[src/rtl/reg_read_arbiter_pkg.sv]
// -----------------------------------------------------------------------------
// reg_read_arbiter_pkg
// Shared widths for the register-read arbiter and its round-robin helper.
//   REG_ID_W       architectural register id width (x0..x31)
//   ROB_WIDTH_BIT  width of a reorder-buffer entry id
//   DATA_W         register value width
//   rr_index()     wrap-around index used by the arbiter and pointer update
// -----------------------------------------------------------------------------
package reg_read_arbiter_pkg;

  localparam int REG_ID_W      = 5;
  localparam int ROB_WIDTH_BIT = 4;
  localparam int DATA_W        = 32;

  // (base + off) mod n, for base < n and off < n
  function automatic int rr_index(input int base, input int off, input int n);
    return (base + off) % n;
  endfunction

endpackage

[src/rtl/reg_read_arbiter_rr_arbiter.sv]
// -----------------------------------------------------------------------------
// rr_arbiter
// Combinational round-robin pick: grants the first asserted request at or
// after ptr, wrapping around. The pointer register lives in the parent.
// Ports:
//   req    [N]   request vector
//   ptr    [PW]  highest-priority index this cycle (must be < N)
//   grant  [N]   one-hot grant, all-zero when no request
//   any          at least one request granted
// -----------------------------------------------------------------------------
module rr_arbiter
  import reg_read_arbiter_pkg::*;
#(
  parameter int N  = 3,
  parameter int PW = (N > 1) ? $clog2(N) : 1
) (
  input  logic [N-1:0]  req,
  input  logic [PW-1:0] ptr,
  output logic [N-1:0]  grant,
  output logic          any
);

  logic found;

  // Walk priority offsets from ptr; the inner compare selects the single
  // requester sitting at that offset so every index stays loop-constant.
  always_comb begin
    grant = '0;
    found = 1'b0;
    for (int off = 0; off < N; off++) begin
      for (int i = 0; i < N; i++) begin
        if (!found && (i == rr_index(int'(ptr), off, N)) && req[i]) begin
          grant[i] = 1'b1;
          found    = 1'b1;
        end
      end
    end
    any = found;
  end

endmodule

[src/rtl/reg_read_arbiter.sv]
// -----------------------------------------------------------------------------
// reg_read_arbiter
// Shares the register file's two read ports between NUM_REQ requesters.
// Two-stage pipeline:
//   S1 accept : round-robin pick, latch owner and source ids
//   S2 read   : drive rf_id1/rf_id2 from S1, register the returned operands
// A request accepted at edge T produces resp_valid after edge T+1.
// Ports:
//   clk_in, rst_n_in          clock, synchronous active-low reset
//   rdy_in                    low freezes all state (and req_ready = 0)
//   rob_clear                 kills in-flight work (only when rdy_in high)
//   req_valid/req_rs1/req_rs2 requester i uses bits [5i+4:5i] of the id buses
//   req_ready                 one-hot combinational grant (accept cycle)
//   rf_id*/rf_val*/rf_has_dep*/rf_dep*   register file read interface
//   resp_*                    registered operand bundle, single-cycle pulse
// -----------------------------------------------------------------------------
module reg_read_arbiter
  import reg_read_arbiter_pkg::*;
#(
  parameter int NUM_REQ = 3,
  parameter int ROB_W   = ROB_WIDTH_BIT
) (
  input  logic                         clk_in,
  input  logic                         rst_n_in,
  input  logic                         rdy_in,
  input  logic                         rob_clear,
  input  logic [NUM_REQ-1:0]           req_valid,
  input  logic [REG_ID_W*NUM_REQ-1:0]  req_rs1,
  input  logic [REG_ID_W*NUM_REQ-1:0]  req_rs2,
  output logic [NUM_REQ-1:0]           req_ready,
  output logic [REG_ID_W-1:0]          rf_id1,
  output logic [REG_ID_W-1:0]          rf_id2,
  input  logic [DATA_W-1:0]            rf_val1,
  input  logic [DATA_W-1:0]            rf_val2,
  input  logic                         rf_has_dep1,
  input  logic                         rf_has_dep2,
  input  logic [ROB_W-1:0]             rf_dep1,
  input  logic [ROB_W-1:0]             rf_dep2,
  output logic                         resp_valid,
  output logic [NUM_REQ-1:0]           resp_grant,
  output logic [DATA_W-1:0]            resp_val1,
  output logic [DATA_W-1:0]            resp_val2,
  output logic                         resp_has_dep1,
  output logic                         resp_has_dep2,
  output logic [ROB_W-1:0]             resp_dep1,
  output logic [ROB_W-1:0]             resp_dep2
);

  localparam int PTR_W = (NUM_REQ > 1) ? $clog2(NUM_REQ) : 1;

  // ---------------------------------------------------------------------------
  // State
  // ---------------------------------------------------------------------------
  logic [PTR_W-1:0]    rr_ptr_q,        rr_ptr_d;
  logic                s1_valid_q,      s1_valid_d;
  logic [NUM_REQ-1:0]  s1_grant_q,      s1_grant_d;
  logic [REG_ID_W-1:0] s1_rs1_q,        s1_rs1_d;
  logic [REG_ID_W-1:0] s1_rs2_q,        s1_rs2_d;
  logic                resp_valid_q,    resp_valid_d;
  logic [NUM_REQ-1:0]  resp_grant_q,    resp_grant_d;
  logic [DATA_W-1:0]   resp_val1_q,     resp_val1_d;
  logic [DATA_W-1:0]   resp_val2_q,     resp_val2_d;
  logic                resp_has_dep1_q, resp_has_dep1_d;
  logic                resp_has_dep2_q, resp_has_dep2_d;
  logic [ROB_W-1:0]    resp_dep1_q,     resp_dep1_d;
  logic [ROB_W-1:0]    resp_dep2_q,     resp_dep2_d;

  // ---------------------------------------------------------------------------
  // Arbitration
  // ---------------------------------------------------------------------------
  logic [NUM_REQ-1:0]  arb_grant;
  logic                arb_any;
  logic                advance;
  logic [REG_ID_W-1:0] sel_rs1;
  logic [REG_ID_W-1:0] sel_rs2;
  int                  gidx;

  rr_arbiter #(
    .N  (NUM_REQ),
    .PW (PTR_W)
  ) u_rr_arbiter (
    .req   (req_valid),
    .ptr   (rr_ptr_q),
    .grant (arb_grant),
    .any   (arb_any)
  );

  // A stall or a flush cycle accepts nothing; req_ready never looks at rf_*.
  assign advance   = rdy_in & ~rob_clear;
  assign req_ready = advance ? arb_grant : '0;

  always_comb begin
    sel_rs1 = '0;
    sel_rs2 = '0;
    gidx    = 0;
    for (int i = 0; i < NUM_REQ; i++) begin
      if (arb_grant[i]) begin
        sel_rs1 = req_rs1[REG_ID_W*i +: REG_ID_W];
        sel_rs2 = req_rs2[REG_ID_W*i +: REG_ID_W];
        gidx    = i;
      end
    end
  end

  // ---------------------------------------------------------------------------
  // Register file read (S2) with x0 override
  // ---------------------------------------------------------------------------
  logic [DATA_W-1:0] op_val1, op_val2;
  logic              op_has_dep1, op_has_dep2;
  logic [ROB_W-1:0]  op_dep1, op_dep2;

  assign rf_id1 = s1_valid_q ? s1_rs1_q : '0;
  assign rf_id2 = s1_valid_q ? s1_rs2_q : '0;

  // x0 is hardwired zero and never waits on the ROB, whatever the RF says.
  always_comb begin
    op_val1     = rf_val1;
    op_has_dep1 = rf_has_dep1;
    op_dep1     = rf_dep1;
    op_val2     = rf_val2;
    op_has_dep2 = rf_has_dep2;
    op_dep2     = rf_dep2;
    if (s1_rs1_q == '0) begin
      op_val1     = '0;
      op_has_dep1 = 1'b0;
      op_dep1     = '0;
    end
    if (s1_rs2_q == '0) begin
      op_val2     = '0;
      op_has_dep2 = 1'b0;
      op_dep2     = '0;
    end
  end

  // ---------------------------------------------------------------------------
  // Next state
  // ---------------------------------------------------------------------------
  always_comb begin
    rr_ptr_d        = rr_ptr_q;
    s1_valid_d      = s1_valid_q;
    s1_grant_d      = s1_grant_q;
    s1_rs1_d        = s1_rs1_q;
    s1_rs2_d        = s1_rs2_q;
    resp_valid_d    = resp_valid_q;
    resp_grant_d    = resp_grant_q;
    resp_val1_d     = resp_val1_q;
    resp_val2_d     = resp_val2_q;
    resp_has_dep1_d = resp_has_dep1_q;
    resp_has_dep2_d = resp_has_dep2_q;
    resp_dep1_d     = resp_dep1_q;
    resp_dep2_d     = resp_dep2_q;

    if (rdy_in) begin
      if (rob_clear) begin
        // Pointer is left alone so fairness is not disturbed by a flush.
        s1_valid_d   = 1'b0;
        s1_grant_d   = '0;
        resp_valid_d = 1'b0;
        resp_grant_d = '0;
      end else begin
        s1_valid_d = arb_any;
        s1_grant_d = arb_grant;
        if (arb_any) begin
          s1_rs1_d = sel_rs1;
          s1_rs2_d = sel_rs2;
          rr_ptr_d = PTR_W'(rr_index(gidx, 1, NUM_REQ));
        end

        resp_valid_d = s1_valid_q;
        resp_grant_d = s1_valid_q ? s1_grant_q : '0;
        if (s1_valid_q) begin
          resp_val1_d     = op_val1;
          resp_val2_d     = op_val2;
          resp_has_dep1_d = op_has_dep1;
          resp_has_dep2_d = op_has_dep2;
          resp_dep1_d     = op_dep1;
          resp_dep2_d     = op_dep2;
        end
      end
    end
  end

  always_ff @(posedge clk_in) begin
    if (!rst_n_in) begin
      rr_ptr_q        <= '0;
      s1_valid_q      <= 1'b0;
      s1_grant_q      <= '0;
      s1_rs1_q        <= '0;
      s1_rs2_q        <= '0;
      resp_valid_q    <= 1'b0;
      resp_grant_q    <= '0;
      resp_val1_q     <= '0;
      resp_val2_q     <= '0;
      resp_has_dep1_q <= 1'b0;
      resp_has_dep2_q <= 1'b0;
      resp_dep1_q     <= '0;
      resp_dep2_q     <= '0;
    end else begin
      rr_ptr_q        <= rr_ptr_d;
      s1_valid_q      <= s1_valid_d;
      s1_grant_q      <= s1_grant_d;
      s1_rs1_q        <= s1_rs1_d;
      s1_rs2_q        <= s1_rs2_d;
      resp_valid_q    <= resp_valid_d;
      resp_grant_q    <= resp_grant_d;
      resp_val1_q     <= resp_val1_d;
      resp_val2_q     <= resp_val2_d;
      resp_has_dep1_q <= resp_has_dep1_d;
      resp_has_dep2_q <= resp_has_dep2_d;
      resp_dep1_q     <= resp_dep1_d;
      resp_dep2_q     <= resp_dep2_d;
    end
  end

  assign resp_valid    = resp_valid_q;
  assign resp_grant    = resp_grant_q;
  assign resp_val1     = resp_val1_q;
  assign resp_val2     = resp_val2_q;
  assign resp_has_dep1 = resp_has_dep1_q;
  assign resp_has_dep2 = resp_has_dep2_q;
  assign resp_dep1     = resp_dep1_q;
  assign resp_dep2     = resp_dep2_q;

endmodule
[config.mk]
export PLATFORM = sky130hd
export DESIGN_NAME = reg_read_arbiter
export DESIGN_NICKNAME = d
export VERILOG_FILES = /design/src/rtl/reg_read_arbiter_pkg.sv /design/src/rtl/reg_read_arbiter_rr_arbiter.sv /design/src/rtl/reg_read_arbiter.sv
export SDC_FILE = /design/constraint.sdc
export NUM_CORES = 1
export LEC_CHECK = 0
export CAP_MARGIN = 0
export CORE_AREA = 3 3 103 105
export CTS_CLUSTER_DIAMETER = 100
export DETAILED_ROUTE_END_ITERATION = 8
export DIE_AREA = 0 0 106 108
export HOLD_SLACK_MARGIN = 0.08
export PLACE_DENSITY = 0.8
export REMOVE_ABC_BUFFERS = 1
export SLEW_MARGIN = 30
export SYNTH_ARGS = -nofsm -noshare
export SYNTH_HDL_FRONTEND = slang
export SYNTH_SLANG_ARGS = --single-unit
[constraint.sdc]
create_clock -name clk_in -period 2.06 [get_ports clk_in]
set_input_delay 0.309 -clock clk_in [delete_from_list [all_inputs] [get_ports clk_in]]
set_output_delay 0.309 -clock clk_in [all_outputs]
set_load 0.03 [all_outputs]
Yosys cells after proc, flatten, opt, wreduce, memory -nomap -nowiden
Cells that the tools add are included.
{ "word_totals": {"reg_bits": 94, "inputBits": 111, "output_inout_bits": 91} }
{ "op_classes": {"addsub": 3, "div_mod_pow": 4, "n_eq_ne": 6, "mux": 39, "bitwise": 2, "n_reduce_logical": 32} }
{ "ops": {"columns": ["op", "count"], "rows": [
  ["equality test 2 x 32 -> 1 bit (first input constant)", 3],
  ["equality test 3 x 32 -> 1 bit (first input constant)", 3],
  ["zero test 32 bit", 3],
  ["remainder unit 32 x 3 -> 32 bit (second input constant)", 3],
  ["2-to-1 mux 32 bit", 3],
  ["2-to-1 mux 5 bit", 8],
  ["adder 32 x 2 -> 32 bit (second input constant)", 1],
  ["remainder unit 3 x 3 -> 32 bit (second input constant)", 1],
  ["2-to-1 mux 1 bit", 22],
  ["logical AND 1 bit", 17],
  ["2-to-1 mux 3 bit", 4],
  ["zero test 5 bit", 2],
  ["zero test 1 bit", 8],
  ["2-to-1 mux 4 bit", 2],
  ["AND reduction 3 bit", 2],
  ["adder 2 x 1 -> 3 bit (second input constant)", 1],
  ["adder 2 x 2 -> 3 bit (second input constant)", 1],
  ["bitwise AND 1 bit", 1],
  ["inverter 1 bit", 1]
]} }

Depth between registers and ports, before layout
Gate-level depths: netlist (run 1).
{ "logic_depth": {"ltp_word": 39, "ltp_mapped": 8} }

Modules after synthesis
A second synthesis (run 1) with hierarchy kept.
{ "unflattened": {"hier_cells": 299, "area_unflattened_um2": 3388.2} }
{ "by_module_without_submodules": {"columns": ["mod", "instances", "cells_each", "area_per_inst_um2"], "rows": [
  ["reg_read_arbiter", 1, 281, 3269.4],
  ["rr_arbiter", 1, 18, 118.9]
]} }

Worst setup path before layout (run 1)
OpenSTA, ideal clock, no wires.
{ "synth_timing": {"path_kind": "register to output", "from": "register rr_ptr_q[0]", "to": "output req_ready[1]", "arrival_time_ns": 1.583, "required_time_ns": 1.751, "setup_slack_ns": 0.168, "stages_incl_launch_ff": 8, "n_path_buf": 1, "path_cell_list": "dfxtp_1 inv_1 ha_1 and2_4 nor3_1 o21a_1 buf_6 and2_1"} }
{ "synth_via": {"elab_chain_cells": 33, "elab_cells_between_ends": 46} }
{ "synth_lines": {"columns": ["element", "line_no", "source"], "rows": [
  ["start, declared", "reg_read_arbiter.sv:54", "logic [PTR_W-1:0] rr_ptr_q, rr_ptr_d;"],
  ["start signal, assigned", "reg_read_arbiter.sv:199", "rr_ptr_q <= rr_ptr_d;"],
  ["branches (longest 31 deep; another with remainder unit 32 x 3 -> 32 bit)", null, null],
  ["2-to-1 mux 1 bit *", "reg_read_arbiter_rr_arbiter.sv:32", "if (!found && (i == rr_index(int'(ptr), off, N)) && req[i]) begin"],
  ["2-to-1 mux 3 bit *", "reg_read_arbiter.sv:90", "assign req_ready = advance ? arb_grant : '0;"],
  ["end, declared", "reg_read_arbiter.sv:30", "output logic [NUM_REQ-1:0] req_ready,"]
]} }
Every way passes the cells marked *.

Worst setup path in the final report (run 1)
Ends and elaborated chain as after synthesis.

==> results of run 1 <==
[metrics by stage]
stage | utilization [%] | worst slack, ns | hold slack, ns | setup TNS [ns]
final | 64.44 | 0.04538 | 0.4243 | 0
after global routing | 64.44 | -0.03729 | 0.4576 | -0.03729
after CTS | 64.16 | 0.003907 | 0.4156 | 0
after detailed placement | 61.91 | -0.1634 | 0.4583 | -4.300
after global placement | 61.91 | -0.1238 | 0.4582 | -3.342
after floorplan | - | 0.003549 | 0.4265 | 0
[per-layer routing]
| layer | GRT usage, % | vias up | share of wire, % |
|---|---|---|---|
| li1 | - | 1758 | - |
| met1 | 22.76 | 1671 | 41 |
| met2 | 33.93 | 143 | 49 |
| met3 | 5.552 | 13 | 8.0 |
| met4 | 5.180 | 0 | 1.2 |
| met5 | 0 | - | 0 |
[where the power goes]
group | leakage, nW | internal [mW] | total, mW | switching (mW)
combinational | 1.28 | 0.329 | 0.557 | 0.228
clock | 0.0866 | 0.484 | 1.13 | 0.641
sequential | 0.760 | 1.84 | 1.87 | 0.0210
total | 2.12 | 2.66 | 3.55 | 0.891
[sequential cells by signal (all words and copies together), names as in the netlist]
register       cells
resp_grant         3
s1_grant_q         3
resp_dep1          4
s1_rs2_q           5
s1_valid_q         1
resp_has_dep2      1
resp_val2         32
resp_valid         1
rr_ptr_q           2
resp_has_dep1      1
resp_dep2          4
s1_rs1_q           5
resp_val1         32
[cells by family after synthesis]
| logic type | synth area share (%) |
|---|---|
| buffers and inverters | 4.516 |
| multiplexers | 0.2581 |
| AO/OA/AOI/OAI | 25.00 |
| AND/OR/NAND/NOR | 21.06 |
| flip-flops | 48.52 |
| adder cells (fa/ha/maj) | 0.6451 |
[worst paths after layout]
check,from,end,slack (ns),cells past startpoint
setup / recovery,rr_ptr_q[0]$_SDFFE_PN0P_,req_ready[1],0.05,7
hold / removal,rst_n_in,rr_ptr_q[0]$_SDFFE_PN0P_,0.42,3
setup reg to reg,rr_ptr_q[0]$_SDFFE_PN0P_,s1_rs2_q[0]$_SDFFE_PN0P_,0.15,7
hold reg to reg,s1_rs2_q[2]$_SDFFE_PN0P_,s1_rs2_q[2]$_SDFFE_PN0P_,0.47,2
[area by class of cell]
type	count	area share, %
Tap cell	133	2.654
Inverter	3	0.1796
Timing Repair Buffer	217	34.44
Multi-Input combinational cell	256	29.73
Clock inverter	5	0.6586
Sequential cell	94	30.07
Clock buffer	11	2.255
[critical path, cell delays in order (launching register included)]
cell,delay [ns]
dfxtp_2,0.33
inv_1,0.06
ha_4,0.18
and2_4,0.18
nor3_2,0.16
o21a_1,0.17
and2_4,0.17
buf_12,0.12
[cells in the final DEF, fill, tap and decap left out, types with 3 or more instances in the layout]
| cell | Yosys | layout |
|---|---|---|
| clkdlybuf4s50_1 | 0 | 196 |
| dfxtp_1 | 94 | 91 |
| nand2_1 | 11 | 11 |
| buf_4 | 4 | 16 |
| a221oi_2 | 8 | 8 |
| nand2b_1 | 3 | 3 |
| a21oi_1 | 4 | 3 |
| inv_1 | 3 | 3 |
| clkbuf_8 | 0 | 10 |
| a22oi_2 | 10 | 10 |
| nor2_1 | 17 | 15 |
| o21a_1 | 5 | 5 |
| and2_1 | 12 | 11 |
| buf_12 | 0 | 3 |
| nor3_1 | 6 | 5 |
| o31ai_1 | 10 | 10 |
| a22oi_1 | 64 | 64 |
| dfxtp_2 | 0 | 3 |
| nor2b_1 | 85 | 85 |
[timing repair]
action / in CTS / in global routing
pin swaps: 0 / 3
setup buffers: 0 / 2
resized for setup: 11 / 4
endpoints found under the setup margin: 13 / 4
==> results.yml, run 1 <==
yosys:
  yosys-top-cells-count: "dfxtp_1, nor2b_1, a22oi_1"
  syn_area_per_cell_um2: 10.15
  synth_edf_count: 0
  ys_top_cells_by_area: "dfxtp_1, nor2b_1, a22oi_1"
  yosysUniqueCellTypes: 35
  syn_inst: 382
  netlist_area_um2: 3879
  yosys.area.top_type: "dfxtp_1"
  async_flop_share_pct: 0
  synth-main-ff-cell: "dfxtp_1"
  yosysTopAreaCellShare_pct: 48.52
  ys_seq_elements: 94
  yosysMostFrequentCell: "dfxtp_1"
  ys_seq_area_share_pct: 48.52
  yosysWarnings: 0
global_route:
  grt_pass1_vias: 3564
  grt-ovfl-total: 0
  gr-usage-all-layers_pct: 19.15
  antenna_found_initial: 0
  grt_pass1_wl_mm: 17.78
  grt_max_degree: 44
drt:
  wire_per_inst_um: 15.72
  drc: 0
  via_per_inst: 4.986
  via_count: 3585
  wirelength_mm: 11.30
  drtAntennaViolNets: 0
  dr.first_iter.drc_count: 151
  first_pass_iters: 4
timing:
  hold_viol_final: 0
  grt_setup_unrepaired: "yes"
  fin_crit_sh_pct: 97.80
  fmaxAchievable_ghz: 0.4964
  slew_viol_final: 0
  setup_viol: 0
  finClkSkew_ns: 0.01694
  tightest_slew_ns: 0.9297
  slew_headroom_pct: 37.88
  period_minus_slack_ns: 2.015
worst_setup_path:
  crit_type: "reg2out"
  crit_path_end_kind: "output port"
  critPathRequiredTime_ns: 1.75
  crit_path_max_fanout: 5
  arrival_ns: 1.71
  startpoint_type: "flop"
finish:
  num_antenna_cells: 0
  finalInstanceArea_um2: 6270
  drive_gt1_share_pct: 12.46
  nFillCells: 825
  num-nets-final: 694
  syn2layout_area_growth_pct: 61.65
  final_cells: 719
  seq_area_um2: 1886
  multi_input_area_um2: 1864
clock_tree:
  clkSlewWorstSetupHoldPaths_ns: 0.09
  cts_root_buffer: "clkbuf_8"
  hold_buffers: 0
  numCtsBuffers: 9
  cts_tree: "yes"
  clockBufferDepth: 2
  clk_latency_ns: 0.35
  htreeDepth: 3
  cts.sinks: 94
outcome:
  outcome: "finished, final reports clean"
min_path:
  min_path_type: "in2reg"
floorplan:
  start_util_pct: 39.87
  rows: 36
  die-area_um2: 11450
  ios: 202
  core_um2: 9729
  die_w_um: 106
  dieHeight_um: 108
placed_design:
  dpl.hpwl_mm: 8.489
  io_buffers: 201
  dp_cells: 701
  placed_area_um2: 6023
  gp_congestion: 0.8387
pwr:
  leakagePower_nw: 2.123
  ir_drop_uv: 430.5
  power.total_mw: 3.548
  power.density_nw_per_um2: 565.9
job:
  max_cap_viol_count: 0
Note: power is estimated with default switching activity, not from simulation.
==> run 2, diff against run 1 <==
Clock period 2.06 ns to 1.9 ns, I/O delays scaled along.
==> results.yml, run 2 (synthesis gave the netlist of run 1 again) <==
placed_design:
  dpl.hpwl_mm: 8.475
  post-place-ws_ns: -0.03329
  dp_cells: 702
  placed_area_um2: 6068
  io_buffers: 201
  gp_congestion: 0.8239
drt:
  drc: 0
  dr.first_iter.drc_count: 201
  wire_per_inst_um: 15.74
  via_count: 3561
  first_pass_iters: 4
  via_per_inst: 4.953
  drtAntennaViolNets: 0
  wirelength_mm: 11.32
finish:
  num-nets-final: 696
  drive_gt1_share_pct: 12.80
  post-route-util_pct: 65.02
  finalInstanceArea_um2: 6326
  nFillCells: 813
  final_cell_mix: "clkdlybuf4s50_1, dfxtp_1, nor2b_1"
  final_cells: 719
  multi_input_area_um2: 1879
  seq_area_um2: 1888
  num_antenna_cells: 0
  syn2layout_area_growth_pct: 63.10
  final_common_cell: "clkdlybuf4s50_1"
timing:
  slew_viol_final: 0
  setup_viol: 3
  timing.hold.ws_ns: 0.4052
  period_minus_slack_ns: 1.981
  fin_ws_ns: -0.08111
  hold_viol_final: 0
  fin_crit_sh_pct: 104.3
  slew_headroom_pct: 69.67
  grt_setup_unrepaired: "yes"
  finClkSkew_ns: 0.006558
  tightest_slew_ns: 0.4549
  setup_tns_ns: -0.1040
  fmaxAchievable_ghz: 0.5048
floorplan:
  rows: 36
  dieHeight_um: 108
  core_um2: 9729
  die_w_um: 106
  ios: 202
  start_util_pct: 39.87
  die-area_um2: 11450
outcome:
  outcome: "complete, but fails checks"
  violations: "negative setup slack"
clock_tree:
  cts.sinks: 94
  clk_latency_ns: 0.35
  clockBufferDepth: 2
  clkSlewWorstSetupHoldPaths_ns: 0.08
  numCtsBuffers: 9
  cts_root_buffer: "clkbuf_8"
  htreeDepth: 3
  cts_tree: "yes"
pwr:
  leakagePower_nw: 2.189
  power.density_nw_per_um2: 615.1
  power.total_mw: 3.891
  ir_drop_uv: 343.9
global_route:
  antenna_found_initial: 0
  grt-ovfl-total: 0
  grt_pass1_wl_mm: 17.79
  gr-usage-all-layers_pct: 19.46
  grt_pass1_vias: 3526
  grt_max_degree: 44
worst_setup_path:
  crit_path_max_fanout: 6
  crit_type: "reg2out"
  arrival_ns: 1.70
  startpoint_type: "flop"
  critPathRequiredTime_ns: 1.62
  crit_path_end_kind: "output port"
job:
  max_cap_viol_count: 0
min_path:
  min_path_type: "in2reg"
## run 2: worst paths after layout
kind	from	endpoint	slack, ns	depth (start not counted)
hold / removal	rst_n_in	resp_has_dep2$_SDFFE_PN0P_	0.41	2
setup / recovery	rr_ptr_q[1]$_SDFFE_PN0P_	req_ready[1]	-0.08	6
hold reg to reg	s1_rs1_q[1]$_SDFFE_PN0P_	s1_rs1_q[1]$_SDFFE_PN0P_	0.47	2
setup reg to reg	rr_ptr_q[1]$_SDFFE_PN0P_	s1_rs1_q[2]$_SDFFE_PN0P_	0.19	7
## run 2: power by group
part	total, mW	leakage, nW	internal [mW]	switching, mW
combinational	0.617	1.34	0.366	0.251
clock	1.25	0.0924	0.595	0.659
sequential	2.02	0.760	2.00	0.0209
## run 2: what timing repair did
action / in CTS / in global routing
pin swaps: 4 / 5
hold buffers: 0 / 0
setup buffers: 3 / 0
setup endpoints to repair: 21 / 3
gates resized for setup: 24 / 5
## run 2: routing by layer
layer	track usage [%]	up-vias	wire (um)
met5	0	-	0
met2	33.11	140	5429
met1	23.33	1656	4824
met3	6.687	13	860
li1	-	1752	-
met4	5.920	0	206
## run 2: final cells by class
type                            count  share of cell area, %
Clock buffer                       10                  2.017
Timing Repair Buffer              219                  34.85
Inverter                            3                 0.1780
Clock inverter                      4                 0.7714
Multi-Input combinational cell    256                  29.71
Tap cell                          133                  2.631
Sequential cell                    94                  29.85
## run 2: worst max-delay path, cell delays in order, from the launching register on
cell     delay (ns)
dfxtp_4        0.37
ha_4           0.27
nor2_2         0.13
nor3_2         0.05
o21a_1         0.21
and2_4         0.19
buf_12         0.13
==> run 3, diff against run 2 <==
Settings changed: CORE_AREA 3 3 103 105 to 2 2 102 104, CTS_BUF_LIST from default to sky130_fd_sc_hd__clkbuf_16, DIE_AREA 0 0 106 108 to 0 0 104 106, GPL_TIMING_DRIVEN from default to 0.
==> results.yml, run 3 (synthesis gave the netlist of run 1 again) <==
worst_setup_path:
  path_cells: "inv_2 > ha_4 > and2_4 > nor3_4 > o21a_4 > and2_4 > buf_6"
  crit_path_end_kind: "output port"
  cp.buffers_inverters: 2
  crit_path_frequent_cell: "and2_4"
  r2r_slack_ns: 0.08
  arrival_ns: 1.68
  startpoint_type: "flop"
  crit_path_max_fanout: 5
  critPathRequiredTime_ns: 1.62
  crit_type: "reg2out"
  critical_path.startpoint: "rr_ptr_q[0]$_SDFFE_PN0P_"
  max_stage_delay_ns: 0.36
  crit_family: "simple AND/OR/NAND/NOR gates"
  reg2reg_from: "rr_ptr_q[0]$_SDFFE_PN0P_"
  crit_slowest_cell: "dfxtp_4"
finish:
  final_cell_mix: "clkdlybuf4s50_1, dfxtp_1, nor2b_1"
  syn2layout_area_growth_pct: 66.35
  final_common_cell: "clkdlybuf4s50_1"
  drive_gt1_share_pct: 12.89
  nFillCells: 804
  num-nets-final: 690
  num_antenna_cells: 0
  post-route-util_pct: 64.53
drt:
  via_count: 3628
  wl_met3_um: 716
  wirelength_mm: 11.53
  drtAntennaViolNets: 0
  wl_met1_mm: 4.657
  wire_per_inst_um: 16.06
  top_layer_used: "met4"
  via_per_inst: 5.053
  dr.first_iter.drc_count: 162
  first_pass_iters: 4
  drc: 0
  wl_met2_mm: 6.013
pwr:
  switching_share_pct: 23.63
  power.density_nw_per_um2: 688.6
  switchingPower_mw: 1.050
  seq_power_share_pct: 45.6
  ir_drop_uv: 462.7
  leakagePower_nw: 2.214
  clock_power_share_pct: 40.5
  p_int_mw: 3.394
  p_comb_share_pct: 14.0
placed_design:
  dpl.hpwl_mm: 7.629
  gp_congestion: 0.7455
  io_buffers: 201
  post-place-ws_ns: -1.184
timing:
  tightest_slew_ns: 0.8353
  grt_setup_unrepaired: "yes"
  fin_crit_sh_pct: 103.2
  setup_viol: 2
  slew_viol_final: 0
  fin_ws_ns: -0.06049
  setup_tns_ns: -0.08525
  finClkSkew_ns: 0.005757
  hold_viol_final: 0
  period_minus_slack_ns: 1.960
  fmaxAchievable_ghz: 0.5101
  slew_headroom_pct: 43.88
global_route:
  grt-ovfl-total: 0
  grt_max_degree: 87
  grt_pass1_vias: 3605
  grt_pass1_wl_mm: 18.02
  antenna_found_initial: 0
  gr-usage-all-layers_pct: 20.11
outcome:
  violations: "negative setup slack"
  outcome: "complete, but fails checks"
clock_tree:
  cts_tree: "yes"
  hold_buffers: 0
  clockBufferDepth: 2
  cts.sinks: 94
  clkSlewWorstSetupHoldPaths_ns: 0.07
  clk_latency_ns: 0.33
  numCtsBuffers: 9
  cts_root_buffer: "clkbuf_16"
  htreeDepth: 3
floorplan:
  core_um2: 10000
  ios: 202
  rows: 37
  dieHeight_um: 106
  die_w_um: 104
  die-area_um2: 11020
  start_util_pct: 38.79
job:
  max_cap_viol_count: 0
min_path:
  min_path_type: "reg2reg"
  hp-start: "s1_rs2_q[1]$_SDFFE_PN0P_"
-- run 3: power by group through the flow --
| stage | sequential [mW] | combinational (mW) | clock (mW) |
|---|---|---|---|
| 6_report | 2.02 | 0.621 | 1.80 |
| 5_1_grt | 2.03 | 0.659 | 1.92 |
| 4_1_cts | 2.03 | 0.608 | 1.86 |
| 3_5_place_dp | 2.07 | 0.554 | 0 |
| 3_3_place_gp | 2.07 | 0.549 | 0 |
| 2_1_floorplan | 2.08 | 0.199 | 0 |
-- run 3: final cells by class --
type	instances	area, um^2	area share (%)
clock buffer	9	225.2	3.490
clock inverter	7	78.83	1.222
inverter	3	11.26	0.1745
multi-input combinational	258	1939	30.06
sequential	94	1893	29.34
tap	136	170.2	2.637
timing repair buffer	211	2135	33.08
-- run 3: final timing paths --
kind | end | depth (start not counted)
max reg2reg | s1_rs2_q[3]$_SDFFE_PN0P_ | 6
max | req_ready[1] | 7
min reg2reg | s1_rs2_q[1]$_SDFFE_PN0P_ | 2
min | s1_rs2_q[1]$_SDFFE_PN0P_ | 2
-- run 3: worst reg2reg max path, cell delays in order, from the launching register on --
cell	delay (ns)
dfxtp_4	0.36
inv_2	0.04
ha_4	0.29
nor3_1	0.08
nor3_2	0.37
nand2_2	0.23
o31ai_1	0.34
-- run 3: per-stage QoR --
| stage | hold slack (ns) | total power [mW] | area, um^2 | instances |
|---|---|---|---|---|
| floorplan | 0.4025 | 2.284 | 3715 | 353 |
| global placement | 0.4560 | 2.614 | 5897 | 690 |
| detailed placement | 0.4615 | 2.622 | 5922 | 691 |
| CTS | 0.4706 | 4.489 | 6421 | 717 |
| global route | 0.4959 | 4.610 | 6452 | 718 |
| finish | 0.4660 | 4.443 | 6452 | 718 |
-- run 3: per-layer routing --
layer | global-route usage [%] | vias to the layer above
li1 | - | 1755
met1 | 22.46 | 1735
met2 | 37.08 | 125
met3 | 6.193 | 13
met4 | 5.309 | 0
met5 | 0 | -
-- run 3: timing repair --
item,4_1_cts,5_1_grt
resized for setup,53,7
buffers inserted,8,1
pin swaps,3,5
endpoints found under the setup margin,102,7
cloned,2,0
